`config.mk`:
```
export PLATFORM = sky130hd
export DESIGN_NAME = icache_status_array_flat
export DESIGN_NICKNAME = d
export VERILOG_FILES = /design/src/rtl/icache_status_array_pkg.sv /design/src/rtl/icache_status_array_if.sv /design/src/rtl/icache_status_array_regfile.sv /design/src/rtl/icache_status_array.sv /design/src/flat_wrapper.sv
export SDC_FILE = /design/constraint.sdc
export NUM_CORES = 1
export LEC_CHECK = 0
export ABC_AREA = 1
export CAP_MARGIN = 15
export CORE_AREA = 2 2 130 132
export DETAILED_ROUTE_END_ITERATION = 16
export DIE_AREA = 0 0 132 134
export MAX_ROUTING_LAYER = met4
export SETUP_SLACK_MARGIN = 0.15
export SYNTH_ARGS = -nofsm -noshare
export SYNTH_HDL_FRONTEND = slang
export SYNTH_SLANG_ARGS = --single-unit
```
`constraint.sdc`:
```
create_clock -name clk -period 2.3 [get_ports clk]
set_input_delay 0.46 -clock clk [delete_from_list [all_inputs] [get_ports clk]]
set_output_delay 0.46 -clock clk [all_outputs]
set_load 0.01 [all_outputs]
```
`src/rtl/icache_status_array_pkg.sv`:
```
// icache_status_array shared types and defaults.
// Sweep FSM encoding and default geometry for the status store.
package icache_status_array_pkg;

  localparam int NUM_SETS_D    = 16;
  localparam int NUM_WAYS_D    = 4;
  localparam int STATUS_BITS_D = 2;
  localparam int TAG_WIDTH_D   = 1;

  typedef enum logic [1:0] {
    ST_INIT  = 2'd0,
    ST_IDLE  = 2'd1,
    ST_FLUSH = 2'd2
  } state_e;

endpackage

```
`src/rtl/icache_status_array_if.sv`:
```
// Command/response bundle of the icache status array.
// master: valid,wen,addr,wmask,wdata,tag,flush -> ; <- ready,rvalid,rdata,rtag,busy
interface icache_status_array_if #(
  parameter int NUM_SETS    = 16,
  parameter int NUM_WAYS    = 4,
  parameter int STATUS_BITS = 2,
  parameter int TAG_WIDTH   = 1
);
  localparam int AW = $clog2(NUM_SETS);
  localparam int RW = NUM_WAYS * STATUS_BITS;

  logic                 valid;
  logic                 wen;
  logic [AW-1:0]        addr;
  logic [NUM_WAYS-1:0]  wmask;
  logic [RW-1:0]        wdata;
  logic [TAG_WIDTH-1:0] tag;
  logic                 flush;
  logic                 ready;
  logic                 rvalid;
  logic [RW-1:0]        rdata;
  logic [TAG_WIDTH-1:0] rtag;
  logic                 busy;

  modport master (
    output valid, wen, addr, wmask, wdata, tag, flush,
    input  ready, rvalid, rdata, rtag, busy
  );

  modport slave (
    input  valid, wen, addr, wmask, wdata, tag, flush,
    output ready, rvalid, rdata, rtag, busy
  );

endinterface

```
`src/rtl/icache_status_array_regfile.sv`:
```
// Per-set status registers: masked write port, clear port, sync read.
// Ports: i_clr_* sweep clear, i_wr_* masked write, i_rd_* read -> o_rdata (0 if no read).
module icache_status_array_regfile #(
  parameter int NUM_SETS    = 16,
  parameter int NUM_WAYS    = 4,
  parameter int STATUS_BITS = 2,
  localparam int AW = $clog2(NUM_SETS),
  localparam int RW = NUM_WAYS * STATUS_BITS
) (
  input  logic                clk,
  input  logic                rst,
  input  logic                i_hold,
  input  logic                i_clr_en,
  input  logic [AW-1:0]       i_clr_addr,
  input  logic                i_wr_en,
  input  logic [AW-1:0]       i_wr_addr,
  input  logic [NUM_WAYS-1:0] i_wmask,
  input  logic [RW-1:0]       i_wdata,
  input  logic                i_rd_en,
  input  logic [AW-1:0]       i_rd_addr,
  output logic [RW-1:0]       o_rdata
);

  logic [RW-1:0] r_mem [NUM_SETS];
  logic [RW-1:0] r_rdata;
  logic [RW-1:0] w_bitmask;

  always_comb begin
    w_bitmask = '0;
    for (int w = 0; w < NUM_WAYS; w++) begin
      w_bitmask[w*STATUS_BITS +: STATUS_BITS] =
        {STATUS_BITS{i_wmask[w]}};
    end
  end

  // Storage needs no reset: the sweep clears every set after reset.
  always_ff @(posedge clk) begin
    if (i_clr_en) begin
      r_mem[i_clr_addr] <= '0;
    end else if (i_wr_en) begin
      r_mem[i_wr_addr] <= (r_mem[i_wr_addr] & ~w_bitmask)
                        | (i_wdata & w_bitmask);
    end
  end

  always_ff @(posedge clk) begin
    if (rst) begin
      r_rdata <= '0;
    end else if (!i_hold) begin
      r_rdata <= i_rd_en ? r_mem[i_rd_addr] : '0;
    end
  end

  assign o_rdata = r_rdata;

endmodule

```
`src/rtl/icache_status_array.sv`:
```
// Instruction-cache status array: sweep FSM, accept logic, read pipeline.
// Ports: clk, rst (sync high), i_halt freeze, bus (slave) command/response.
module icache_status_array
  import icache_status_array_pkg::*;
#(
  parameter int NUM_SETS    = NUM_SETS_D,
  parameter int NUM_WAYS    = NUM_WAYS_D,
  parameter int STATUS_BITS = STATUS_BITS_D,
  parameter int TAG_WIDTH   = TAG_WIDTH_D
) (
  input  logic clk,
  input  logic rst,
  input  logic i_halt,
  icache_status_array_if.slave bus
);

  localparam int AW = $clog2(NUM_SETS);
  localparam int RW = NUM_WAYS * STATUS_BITS;

  state_e               r_state;
  state_e               w_state_nxt;
  logic [AW-1:0]        r_ptr;
  logic                 r_valid;
  logic [TAG_WIDTH-1:0] r_tag;
  logic [RW-1:0]        w_rdata;

  logic w_sweep;
  logic w_last;
  logic w_ready;
  logic w_acc;
  logic w_wr;
  logic w_rd;

  assign w_sweep = (r_state != ST_IDLE);
  assign w_last  = (r_ptr == AW'(NUM_SETS - 1));
  assign w_ready = ~i_halt & (r_state == ST_IDLE);
  assign w_acc   = bus.valid & w_ready;
  assign w_wr    = w_acc & bus.wen;
  assign w_rd    = w_acc & ~bus.wen;

  always_comb begin
    w_state_nxt = r_state;
    if (!i_halt) begin
      case (r_state)
        ST_INIT:  if (w_last)    w_state_nxt = ST_IDLE;
        ST_IDLE:  if (bus.flush) w_state_nxt = ST_FLUSH;
        ST_FLUSH: if (w_last)    w_state_nxt = ST_IDLE;
        default:                 w_state_nxt = ST_INIT;
      endcase
    end
  end

  // The pointer wraps to 0 on the last set, ready for the next sweep.
  always_ff @(posedge clk) begin
    if (rst) begin
      r_state <= ST_INIT;
      r_ptr   <= '0;
      r_valid <= 1'b0;
      r_tag   <= '0;
    end else if (!i_halt) begin
      r_state <= w_state_nxt;
      if (w_sweep) r_ptr <= r_ptr + AW'(1);
      r_valid <= w_rd;
      r_tag   <= w_acc ? bus.tag : '0;
    end
  end

  icache_status_array_regfile #(
    .NUM_SETS    (NUM_SETS),
    .NUM_WAYS    (NUM_WAYS),
    .STATUS_BITS (STATUS_BITS)
  ) u_regfile (
    .clk        (clk),
    .rst        (rst),
    .i_hold     (i_halt),
    .i_clr_en   (w_sweep & ~i_halt),
    .i_clr_addr (r_ptr),
    .i_wr_en    (w_wr),
    .i_wr_addr  (bus.addr),
    .i_wmask    (bus.wmask),
    .i_wdata    (bus.wdata),
    .i_rd_en    (w_rd),
    .i_rd_addr  (bus.addr),
    .o_rdata    (w_rdata)
  );

  assign bus.ready  = w_ready;
  assign bus.rvalid = r_valid;
  assign bus.rdata  = w_rdata;
  assign bus.rtag   = r_tag;
  assign bus.busy   = w_sweep;

endmodule
```
`src/flat_wrapper.sv`:
```
// flat-port wrapper written by rule: the top's interface ports become plain ports
module icache_status_array_flat import icache_status_array_pkg::*;
#(
  parameter int NUM_SETS    = NUM_SETS_D,
  parameter int NUM_WAYS    = NUM_WAYS_D,
  parameter int STATUS_BITS = STATUS_BITS_D,
  parameter int TAG_WIDTH   = TAG_WIDTH_D
)
  (clk, rst, i_halt, bus_valid, bus_wen, bus_addr, bus_wmask, bus_wdata, bus_tag, bus_flush, bus_ready, bus_rvalid, bus_rdata, bus_rtag, bus_busy);
  icache_status_array_if #(.NUM_SETS(NUM_SETS), .NUM_WAYS(NUM_WAYS), .STATUS_BITS(STATUS_BITS), .TAG_WIDTH(TAG_WIDTH)) bus_i ();
  input  logic clk;
  input  logic rst;
  input  logic i_halt;
  input wire logic [$bits(bus_i.valid)-1:0] bus_valid;
  input wire logic [$bits(bus_i.wen)-1:0] bus_wen;
  input wire logic [$bits(bus_i.addr)-1:0] bus_addr;
  input wire logic [$bits(bus_i.wmask)-1:0] bus_wmask;
  input wire logic [$bits(bus_i.wdata)-1:0] bus_wdata;
  input wire logic [$bits(bus_i.tag)-1:0] bus_tag;
  input wire logic [$bits(bus_i.flush)-1:0] bus_flush;
  output wire logic [$bits(bus_i.ready)-1:0] bus_ready;
  output wire logic [$bits(bus_i.rvalid)-1:0] bus_rvalid;
  output wire logic [$bits(bus_i.rdata)-1:0] bus_rdata;
  output wire logic [$bits(bus_i.rtag)-1:0] bus_rtag;
  output wire logic [$bits(bus_i.busy)-1:0] bus_busy;
  assign bus_i.valid = bus_valid;
  assign bus_i.wen = bus_wen;
  assign bus_i.addr = bus_addr;
  assign bus_i.wmask = bus_wmask;
  assign bus_i.wdata = bus_wdata;
  assign bus_i.tag = bus_tag;
  assign bus_i.flush = bus_flush;
  assign bus_ready = bus_i.ready;
  assign bus_rvalid = bus_i.rvalid;
  assign bus_rdata = bus_i.rdata;
  assign bus_rtag = bus_i.rtag;
  assign bus_busy = bus_i.busy;
  icache_status_array #(.NUM_SETS(NUM_SETS), .NUM_WAYS(NUM_WAYS), .STATUS_BITS(STATUS_BITS), .TAG_WIDTH(TAG_WIDTH)) u_core (.clk(clk), .rst(rst), .i_halt(i_halt), .bus(bus_i));
endmodule
```
==> impl_metrics.yaml <==
status:
  status: "finished, final reports clean"
route:
  drtPass1Iterations: 6
  ant_nets: 0
  wl_mm: 16.0
  drt_iter0_drc: 495
  route.detailed.drc: 0
  routed_via_density: 4.86
  route.vias.total: 4829
  avgRoutedWirePerCell_um: 16.1
placed_design:
  gp_congestion: 0.835
  dpl_cell_area_um2: 7560
  dp.cells: 961
  dp_slack_ns: -0.241
  io_buffers: 34
  hpwl_mm: 10.8
global_route:
  antenna_found_initial: 0
  use_met1_pct: 23.9
  grt.busiest_layer: "met2"
  grt_usage_pct: 19.4
  grt_first_pass_wirelength_mm: 24.8
  grt_remaining_overflow: 0
  grt_max_degree: 33
  met3_usage_pct: 3.59
  use_met2_pct: 30.8
  grt_pass1_vias: 4714
critical_path:
  reg2reg_depth: 9
  cp_max_fo: 16
  reg2reg_slack_ns: 0.36
  timing.rr.start: "u_core.r_state[0]$_SDFFE_PP0P_"
  crit_arrival_ns: 2.21
  required_ns: 2.47
  path_class: "input pin to flip-flop"
  critPathCaptureType: "flip-flop"
  startpoint_type: "input pin"
  rr_endpoint: "u_core.u_regfile.r_mem[3][6]$_DFFE_PP_"
yosys:
  yosys_warnings: 0
  synthTopCellsByArea: "edfxtp_1, nand2_1, nand3_1"
  synth.avg_cell_area_um2: 9.53
  syn_nets: 698
  synth-async-reset-ratio_pct: 0
  seq_area_frac_synth_pct: 64.8
  netlist_instances: 674
  synth_flop_cell: "edfxtp_1"
  synth_top_area_share_pct: 59.8
  ys_types: 24
  ys_seq_elements: 144
  ys_top_cells_by_count: "nand2_1, edfxtp_1, inv_1, nand3_1, a21oi_1"
  synthesis.area_um2: 6420
  synth.most_common_cell: "nand2_1"
  synth-edff-count: 128
  yosys.area.top_type: "edfxtp_1"
worst_hold_path:
  min_delay_worst_endpoint: "u_core.bus.rvalid$_SDFFE_PP0N_"
  hp-class: "flip-flop to flip-flop"
  hold_start: "u_core.bus.rvalid$_SDFFE_PP0N_"
  min_path_cells: 2
timing:
  holdWs_ns: 0.464
  hold_viol: 0
  fin_skew_ns: 0.00941
  max_freq_mhz: 491
  slew_violations: 0
  max_slew_margin_pct: 69.6
  setup_slack_ns: 0.262
  rsz0062_at_grt: "no"
  period_needed_ns: 2.04
  finalSetupViolations: 0
  worstMarginPinSlew_ns: 0.456
  fin_crit_sh_pct: 88.6
floorplan:
  initial_core_util_pct: 39.4
  ioPinCount: 35
  rows: 47
  die_height_um: 134
  dieArea_um2: 17700
  die_width_um: 132
  core_um2: 16300
power:
  p_sw_mw: 1.30
  seq_power_share_pct: 46.6
  p_per_area_nw_per_um2: 748
  ir_worst_vdd_v: 0.000593
  swShare_pct: 21.2
  pwr-share-clk_pct: 46.6
  p_int_mw: 4.82
  share_comb_of_total_power_pct: 6.8
  leakage_nw: 3.55
clock_network:
  cts_tree: "done"
  numClockSinks: 144
  clk_latency_ns: 0.42
  ctsHoldBuffers: 0
  root_buffer: "clkbuf_16"
  htreeDepth: 4
  clk_pin_slew_ns: 0.06
  numCtsBuffers: 17
  clk_path_buf_depth: 2
layout:
  syn2layout_area_growth_pct: 27.2
  finalNonFillerCells: 993
  fin_area_um2: 8170
  nNetsFinal: 784
  nFillCells: 1462
  drive_gt1_share_pct: 13.3
  n_antenna_cell: 0
run:
  drv_cap: 0
timing repair:
item                                    4_1_cts  5_1_grt
gates resized for setup                       2        1
setup buffers                                 0        0
endpoints found under the setup margin        1       16
worst max-delay path, stage by stage:
cell	delay [ns]
clkdlybuf4s50_1	0.48
inv_1	0.07
buf_12	0.15
buf_4	0.16
nand3_1	0.10
nand3_1	0.10
nand3_1	0.11
nand2_1	0.12
o21ai_1	0.17
inv_1	0.10
buf_12	0.16
layout by cell type (no fill, tap or decap), drive strengths merged, types with 2 or more instances in the layout:
cell | Yosys | final
clkinv | 1 | 9
clkinvlp | 0 | 3
dfxtp | 16 | 16
o21ai | 15 | 15
inv | 128 | 128
a21oi | 24 | 24
dlygate4sd2 | 0 | 2
nand3 | 104 | 104
nand2 | 206 | 206
buf | 21 | 62
edfxtp | 128 | 128
clkbuf | 7 | 17
nor2 | 21 | 21
bufinv | 0 | 4
clkdlybuf4s50 | 0 | 31
sequential cells by signal (all words and copies together), names as in the netlist:
name                      cells
u_core.bus.rtag               1
u_core.bus.rvalid             1
u_core.r_ptr                  4
u_core.r_state                2
u_core.u_regfile.o_rdata      8
u_core.u_regfile.r_mem      128
logic make-up after synthesis:
family	count (synthesis)	synth area share, %
simple gates	333	22.2
buf+inv	157	9.64
flops	144	64.8
compound gates	39	3.10
fa+ha+maj	1	0.195
worst max-delay path by stage:
| stage | from | to | slack, ns | cells after the start |
|---|---|---|---|---|
| 4_1_cts | bus_addr[1] | u_core.u_regfile.r_mem[8][3]$_DFFE_PP_ | 0.19 | 11 |
| 6_report | bus_addr[1] | u_core.u_regfile.r_mem[2][1]$_DFFE_PP_ | 0.26 | 11 |
| 2_1_floorplan | u_core.r_state[0]$_SDFFE_PP0P_ | u_core.u_regfile.r_mem[13][0]$_DFFE_PP_ | 0.35 | 11 |
| 3_5_place_dp | bus_addr[1] | u_core.u_regfile.r_mem[6][3]$_DFFE_PP_ | -0.24 | 11 |
| 5_1_grt | bus_addr[1] | u_core.u_regfile.r_mem[8][3]$_DFFE_PP_ | 0.16 | 11 |
| 3_3_place_gp | bus_addr[1] | u_core.u_regfile.r_mem[6][3]$_DFFE_PP_ | -0.22 | 11 |
area by class of cell:
type	count	area (µm²)	area share (%)
sequential	144	4160	51.0
clock inverter	15	193	2.36
timing repair buffer	95	991	12.1
inverter	129	484	5.93
tap	220	275	3.37
clock buffer	17	425	5.21
multi-input combinational	373	1640	20.1
through the flow:
stage | utilization [%] | TNS [ns] | power [mW]
after floorplan | - | 0 | 3.11
after global routing | 50.2 | 0 | 6.28
final | 50.2 | 0 | 6.11
after CTS | 50.2 | 0 | 6.15
after global placement | 46.4 | -19.23 | 3.32
after detailed placement | 46.4 | -21.50 | 3.32
layer usage:
metal	routed length, µm	part of all wire [%]
met4	541	3.4
met2	7770	49
met5	0	0
met3	889	5.6
met1	6750	42
power groups by stage:
| stage | Clock [mW] | Sequential [mW] | Combinational (mW) |
|---|---|---|---|
| after detailed placement | 0 | 2.91 | 0.417 |
| after floorplan | 0 | 2.90 | 0.211 |
| after global routing | 2.98 | 2.85 | 0.456 |
| final | 2.85 | 2.85 | 0.416 |
| after CTS | 2.88 | 2.85 | 0.419 |
| after global placement | 0 | 2.91 | 0.413 |
(Power assumes the default switching activity.)
